**src/rtl/sram_rr_pkg.sv**
```systemverilog
// sram_rr_pkg: shared types and constants for sram_rr_ctrl (FSM states, requester id, default widths, arbiter reset state)
package sram_rr_pkg;
  localparam int N_REQ = 2;
  localparam int DEF_ADDR_W = 2;
  localparam int DEF_DATA_W = 4;
  typedef enum logic [1:0] {IDLE, ISSUE, CAPT, RESP} state_t;
  typedef logic req_id_t;
  localparam req_id_t RESET_LAST_GNT = 1'b1;
endpackage

```
**src/rtl/sram_rr_ctrl_if.sv**
```systemverilog
// sram_rr_ctrl_if: two valid/ready request channels, two read-response channels and the SRAM pins; slave = controller side, master = clients plus SRAM side
interface sram_rr_ctrl_if import sram_rr_pkg::*; #(
  parameter int ADDR_W = DEF_ADDR_W,
  parameter int DATA_W = DEF_DATA_W
);
  logic req0_valid, req0_ready, req0_we, rsp0_valid;
  logic [ADDR_W-1:0] req0_addr;
  logic [DATA_W-1:0] req0_wdata, rsp0_rdata;
  logic req1_valid, req1_ready, req1_we, rsp1_valid;
  logic [ADDR_W-1:0] req1_addr;
  logic [DATA_W-1:0] req1_wdata, rsp1_rdata;
  logic [ADDR_W-1:0] mem_addr;
  logic [DATA_W-1:0] mem_data_in, mem_data_out;
  logic mem_we;
  modport slave (
    input req0_valid, req0_we, req0_addr, req0_wdata, req1_valid, req1_we, req1_addr, req1_wdata, mem_data_out,
    output req0_ready, rsp0_valid, rsp0_rdata, req1_ready, rsp1_valid, rsp1_rdata, mem_addr, mem_data_in, mem_we
  );
  modport master (
    output req0_valid, req0_we, req0_addr, req0_wdata, req1_valid, req1_we, req1_addr, req1_wdata, mem_data_out,
    input req0_ready, rsp0_valid, rsp0_rdata, req1_ready, rsp1_valid, rsp1_rdata, mem_addr, mem_data_in, mem_we
  );
endinterface

```
**src/rtl/sram_rr_ctrl_arb.sv**
```systemverilog
// rr_arb2: combinational two-way round-robin arbiter; ports valid[1:0], last_gnt in, one-hot grant out (ties go to the requester not granted last)
module rr_arb2 import sram_rr_pkg::*; (
  input  logic [N_REQ-1:0] valid,
  input  req_id_t          last_gnt,
  output logic [N_REQ-1:0] grant
);
  assign grant[0] = valid[0] && (!valid[1] || last_gnt);
  assign grant[1] = valid[1] && (!valid[0] || !last_gnt);
endmodule

```
**src/rtl/sram_rr_ctrl.sv**
```systemverilog
// sram_rr_ctrl: round-robin two-requester controller for a single-port registered-read SRAM; ports clk, rst (sync active-high), bus (slave: req/rsp channels and mem pins); define SRAM_RR_WR_ACK_EN to get a response pulse for writes
module sram_rr_ctrl import sram_rr_pkg::*; #(
  parameter int ADDR_W = DEF_ADDR_W,
  parameter int DATA_W = DEF_DATA_W
) (
  input logic clk,
  input logic rst,
  sram_rr_ctrl_if.slave bus
);
`ifdef SRAM_RR_WR_ACK_EN
  localparam state_t WR_NEXT = RESP;
`else
  localparam state_t WR_NEXT = IDLE;
`endif
  state_t state, state_n;
  req_id_t last_gnt, op_id, gnt_id;
  logic op_we, acc, sel_we, mem_we;
  logic [N_REQ-1:0] grant;
  logic [ADDR_W-1:0] mem_addr, sel_addr;
  logic [DATA_W-1:0] mem_data_in, sel_wdata, rdata0, rdata1;
  rr_arb2 u_arb (
    .valid({bus.req1_valid, bus.req0_valid}),
    .last_gnt(last_gnt),
    .grant(grant)
  );
  assign bus.req0_ready = (state == IDLE) && !rst && grant[0];
  assign bus.req1_ready = (state == IDLE) && !rst && grant[1];
  assign acc = bus.req0_ready || bus.req1_ready;
  assign gnt_id = grant[1];
  assign sel_we = gnt_id ? bus.req1_we : bus.req0_we;
  assign sel_addr = gnt_id ? bus.req1_addr : bus.req0_addr;
  assign sel_wdata = gnt_id ? bus.req1_wdata : bus.req0_wdata;
  assign bus.rsp0_valid = (state == RESP) && !op_id;
  assign bus.rsp1_valid = (state == RESP) && op_id;
  assign bus.rsp0_rdata = rdata0;
  assign bus.rsp1_rdata = rdata1;
  assign bus.mem_addr = mem_addr;
  assign bus.mem_data_in = mem_data_in;
  assign bus.mem_we = mem_we;
  always_ff @(posedge clk) state <= rst ? IDLE : state_n;
  always_comb begin
    state_n = IDLE;
    case (state)
      IDLE:    state_n = acc ? ISSUE : IDLE;
      ISSUE:   state_n = op_we ? WR_NEXT : CAPT;
      CAPT:    state_n = RESP;
      default: state_n = IDLE;
    endcase
  end
  always_ff @(posedge clk) begin
    if (rst) begin
      last_gnt <= RESET_LAST_GNT;
      op_id <= '0;
      op_we <= 1'b0;
      mem_we <= 1'b0;
      mem_addr <= '0;
      mem_data_in <= '0;
      rdata0 <= '0;
      rdata1 <= '0;
    end else begin
      mem_we <= acc && sel_we;
      if (acc) begin
        last_gnt <= gnt_id;
        op_id <= gnt_id;
        op_we <= sel_we;
        mem_addr <= sel_addr;
        mem_data_in <= sel_wdata;
      end
      if (state == CAPT && !op_id) rdata0 <= bus.mem_data_out;
      if (state == CAPT && op_id) rdata1 <= bus.mem_data_out;
    end
  end
endmodule
```
**src/flat_wrapper.sv**
```systemverilog
// flat-port wrapper written by rule: the top's interface ports become plain ports
module sram_rr_ctrl_flat import sram_rr_pkg::*;
#(
  parameter int ADDR_W = DEF_ADDR_W,
  parameter int DATA_W = DEF_DATA_W
)
  (clk, rst, bus_req0_valid, bus_req0_we, bus_req0_addr, bus_req0_wdata, bus_req1_valid, bus_req1_we, bus_req1_addr, bus_req1_wdata, bus_mem_data_out, bus_req0_ready, bus_rsp0_valid, bus_rsp0_rdata, bus_req1_ready, bus_rsp1_valid, bus_rsp1_rdata, bus_mem_addr, bus_mem_data_in, bus_mem_we);
  sram_rr_ctrl_if #(.ADDR_W(ADDR_W), .DATA_W(DATA_W)) bus_i ();
  input logic clk;
  input logic rst;
  input wire logic [$bits(bus_i.req0_valid)-1:0] bus_req0_valid;
  input wire logic [$bits(bus_i.req0_we)-1:0] bus_req0_we;
  input wire logic [$bits(bus_i.req0_addr)-1:0] bus_req0_addr;
  input wire logic [$bits(bus_i.req0_wdata)-1:0] bus_req0_wdata;
  input wire logic [$bits(bus_i.req1_valid)-1:0] bus_req1_valid;
  input wire logic [$bits(bus_i.req1_we)-1:0] bus_req1_we;
  input wire logic [$bits(bus_i.req1_addr)-1:0] bus_req1_addr;
  input wire logic [$bits(bus_i.req1_wdata)-1:0] bus_req1_wdata;
  input wire logic [$bits(bus_i.mem_data_out)-1:0] bus_mem_data_out;
  output wire logic [$bits(bus_i.req0_ready)-1:0] bus_req0_ready;
  output wire logic [$bits(bus_i.rsp0_valid)-1:0] bus_rsp0_valid;
  output wire logic [$bits(bus_i.rsp0_rdata)-1:0] bus_rsp0_rdata;
  output wire logic [$bits(bus_i.req1_ready)-1:0] bus_req1_ready;
  output wire logic [$bits(bus_i.rsp1_valid)-1:0] bus_rsp1_valid;
  output wire logic [$bits(bus_i.rsp1_rdata)-1:0] bus_rsp1_rdata;
  output wire logic [$bits(bus_i.mem_addr)-1:0] bus_mem_addr;
  output wire logic [$bits(bus_i.mem_data_in)-1:0] bus_mem_data_in;
  output wire logic [$bits(bus_i.mem_we)-1:0] bus_mem_we;
  assign bus_i.req0_valid = bus_req0_valid;
  assign bus_i.req0_we = bus_req0_we;
  assign bus_i.req0_addr = bus_req0_addr;
  assign bus_i.req0_wdata = bus_req0_wdata;
  assign bus_i.req1_valid = bus_req1_valid;
  assign bus_i.req1_we = bus_req1_we;
  assign bus_i.req1_addr = bus_req1_addr;
  assign bus_i.req1_wdata = bus_req1_wdata;
  assign bus_i.mem_data_out = bus_mem_data_out;
  assign bus_req0_ready = bus_i.req0_ready;
  assign bus_rsp0_valid = bus_i.rsp0_valid;
  assign bus_rsp0_rdata = bus_i.rsp0_rdata;
  assign bus_req1_ready = bus_i.req1_ready;
  assign bus_rsp1_valid = bus_i.rsp1_valid;
  assign bus_rsp1_rdata = bus_i.rsp1_rdata;
  assign bus_mem_addr = bus_i.mem_addr;
  assign bus_mem_data_in = bus_i.mem_data_in;
  assign bus_mem_we = bus_i.mem_we;
  sram_rr_ctrl #(.ADDR_W(ADDR_W), .DATA_W(DATA_W)) u_core (.clk(clk), .rst(rst), .bus(bus_i));
endmodule
```
**config.mk**
```make
export PLATFORM = sky130hd
export DESIGN_NAME = sram_rr_ctrl_flat
export DESIGN_NICKNAME = d
export VERILOG_FILES = /design/src/rtl/sram_rr_pkg.sv /design/src/rtl/sram_rr_ctrl_if.sv /design/src/rtl/sram_rr_ctrl_arb.sv /design/src/rtl/sram_rr_ctrl.sv /design/src/flat_wrapper.sv
export SDC_FILE = /design/constraint.sdc
export NUM_CORES = 1
export LEC_CHECK = 0
export ABC_AREA = 0
export BUFFER_PORTS_ARGS = -buffer_cell sky130_fd_sc_hd__buf_2
export CAP_MARGIN = 15
export CORE_MARGIN = 1.5
export CORE_UTILIZATION = 49
export CTS_CLUSTER_SIZE = 24
export DETAILED_ROUTE_END_ITERATION = 8
export PLACE_DENSITY = 0.82
export SLEW_MARGIN = 5
export SYNTH_ARGS = -nofsm -noshare
export SYNTH_HDL_FRONTEND = slang
export SYNTH_SLANG_ARGS = --single-unit
```
**constraint.sdc**
```tcl
create_clock -name clk -period 1.93 [get_ports clk]
set_input_delay 0.193 -clock clk [delete_from_list [all_inputs] [get_ports clk]]
set_output_delay 0.193 -clock clk [all_outputs]
set_load 0.05 [all_outputs]
```
==> key figures <==
Power and ir drop
  – Sequential Power Share: 51.4%
  – Switching Fraction: 34.4%
  – P per Cell Area: 818 mW/mm^2
  – Pleak: between 0.5 and 0.6 nW
  – Combinational share of power: 28.4%
  – Clock network power share: 20.2%
  – Worst VDD drop: 454 uV
  – Switching power: about 0.00032 W
  – Pint: 0.000605 W

Clocking
  – CTS sink count: 20
  – # H-tree levels: 1
  – Post-CTS Setup Bufs: 0
  – Reg clk slew, reported paths: 100 ps
  – Hold Buf Count CTS: 0
  – CTS tree: built
  – CTS root buffer: clkbuf_4
  – Post-CTS Resized: 0
  – Insertion delay to the later sink of the worst-skew pair: 290 ps
  – CTS Buf Count: 3
  – CTS Buffer Depth: 2

Synthesis
  – Top post-synthesis cells by area: dfxtp_1, a311oi_2, nand2_1
  – Top post-synthesis cells by count: dfxtp_1, nand2_1, a21oi_1, nor2_1
  – Gate Count Post-Synth: 100
  – Post-synthesis register bit count: 20
  – YS warnings: 0
  – Yosys cell types: 27
  – Cell taking the most area after synthesis: dfxtp_1
  – Cell Area, Synth: around 920 sq um
  – Post-synth top area share: 43.5%
  – Syn Nets: 122
  – Synthesized area per cell: 9.21 sq um
  – Ys async rst share: 0%
  – EDFF count, synth: 0
  – Post-synthesis sequential area ratio: 43.5%
  – Main synth FF type: dfxtp_1

STA
  – Crit share post-route: 93.7%
  – Achievable Freq: 0.553 GHz
  – Worst Tran Pin Value: 429 ps
  – Final hold vios: 0
  – Setup Skew: 1.78 ps
  – Setup_tns: 0 ps
  – Final Max Slew Viols: 0
  – Slew margin rel.: 71.2%
  – Endpoints failing setup: 0
  – Post-layout min period: roughly 1800 ps
  – RSZ-0062 raised after global routing: false

Setup path
  – Critical Path Source Type: register
  – CP endpoint kind: primary output
  – Slowest cell on crit path: dfxtp_1
  – CP Max Fanout: 10
  – CP arrival: between 1500 and 2000 ps
  – FF-to-FF Start: u_core.state[0]
  – FF-to-FF setup slack: 600 ps
  – Required time of the critical path: 1740 ps
  – Crit path kind: reg2out
  – CP startpoint: u_core.state[0]
  – Reg-to-Reg End: u_core.bus.mem_addr[0]
  – Length in cells of the worst reg-to-reg path: 3
  – Crit path largest cell delay: 410 ps
  – CP Capture Point: bus_req0_ready
  – Crit-path cells: nor3_4 -> and3_2 -> buf_2

Routing
  – DR vias: approximately 810
  – Remaining antenna violation count: 0
  – Post-route DRC: 0
  – Wire per inst: 12.2 microns
  – DRT Wirelength: 1.97 mm
  – Starting DRT DRC Count: 6
  – DRT Pass-1 Iters: 4
  – Vias per cell: 5.04

Floorplan
  – Die H: between 40 and 50 microns
  – DIE AREA: 0.00215 sq mm
  – Core box area: 0.00175 sq mm
  – Initial Util: approximately 53%
  – Rows: 15
  – Die Wd: 46.4 microns
  – Num ports: 41

GRT
  – Global-route wire length before repair: 2.98 mm
  – Gr ovfl total: 0
  – GRT Total Usage: 19.7%
  – Vias in the first global route: 684
  – Largest net degree at the start of global routing: 20
  – Initial antenna violation count: 0

Placement
  – Cell count after placement: approximately 160
  – HPWL Detailed: 1.52 mm
  – PortBufs: 40
  – Routability congestion estimate: 0.716

Final layout
  – Layout fillers: 155
  – P&R area growth vs syn: 22.4%
  – Fin cells: 161
  – Net count, final: 160
  – Number of diodes: 0
  – Share of layout cells above drive strength 1: 41.2%

Outcome
  – Status: completed

Min path
  – Hold_sp: bus_mem_data_out[1]
  – Worst hold path type: in2reg

Job
  – Max_cap viols: 0
## placed cells by master (no fill, tap or decap), types with 2 or more instances in the layout
cell / netlist / layout
a21oi_1: 12 / 12
dfxtp_1: 20 / 20
a311oi_2: 6 / 6
nand2b_1: 2 / 2
clkbuf_4: 0 / 3
nor2_1: 8 / 8
mux2i_1: 6 / 6
or3b_2: 2 / 2
o21ai_0: 4 / 4
buf_2: 2 / 40
nand2_1: 20 / 20
## power groups by stage
stage                     Sequential, W  Combinational [W]  Clock (W)
final                          0.000475           0.000262   0.000186
after global placement         0.000482           0.000257          0
after global routing           0.000479           0.000281   0.000208
after detailed placement       0.000483           0.000261          0
after CTS                      0.000474           0.000262   0.000197
after floorplan                0.000540           0.000148          0
## metal layers
metal	routed length (microns)	global-route usage, %
met5	0	0
met4	14	6.86
met3	114	7.84
met2	905	28.9
met1	931	26.0
## state kept, by name (all words and copies together), names as in the netlist
register	count
u_core.bus.mem_we	1
u_core.bus.rsp1_rdata	4
u_core.op_id	1
u_core.last_gnt	1
u_core.bus.mem_data_in	4
u_core.bus.mem_addr	2
u_core.op_we	1
u_core.bus.rsp0_rdata	4
u_core.state	2
## critical path, delay by kind of cell, from the launching register on
kind	cells	cell delay, ps
buffers and inverters	1	250
DFF	1	410
and+or+nand+nor	2	660
## stage by stage
step | util (%) | hold slack [ps] | instance area, sq um | total power [W] | setup slack (ps)
finish | 64.6 | 149 | 1130 | 0.000923 | 122
floorplan | - | 329 | 921 | 0.000688 | 536
detailed placement | 63.3 | 460 | 1100 | 0.000744 | 467
global route | 64.6 | 145 | 1130 | 0.000969 | 14.4
global placement | 63.3 | 443 | 1100 | 0.000739 | 506
CTS | 64.6 | 134 | 1130 | 0.000933 | 129
## logic make-up after synthesis
kind of cell	after synthesis	share of synthesized area [%]
AND/OR/NAND/NOR	40	21.9
buffers and inverters	8	5.57
flip-flops	20	43.5
multiplexers	6	6.52
AO/OA/AOI/OAI	26	22.6
## layout make-up
| cell class | count | area (sq um) | share of cell area [%] |
|---|---|---|---|
| tap | 25 | 31.3 | 2.77 |
| multi-input combinational | 72 | 469 | 41.6 |
| sequential | 20 | 400 | 35.5 |
| timing repair buffer | 40 | 200 | 17.8 |
| inverter | 1 | 3.75 | 0.333 |
| clock buffer | 3 | 22.5 | 2.00 |
## worst min-delay path by stage
stage	end	slack, ps	cells after the start
after floorplan	u_core.bus.rsp0_rdata[0]	330	2
after global placement	u_core.bus.rsp1_rdata[1]	440	3
after detailed placement	u_core.bus.rsp1_rdata[3]	460	3
after CTS	u_core.bus.rsp0_rdata[1]	130	3
after global routing	u_core.bus.rsp0_rdata[2]	140	3
final	u_core.bus.rsp0_rdata[1]	150	3
No activity file was read; power rests on OpenSTA's default activity.
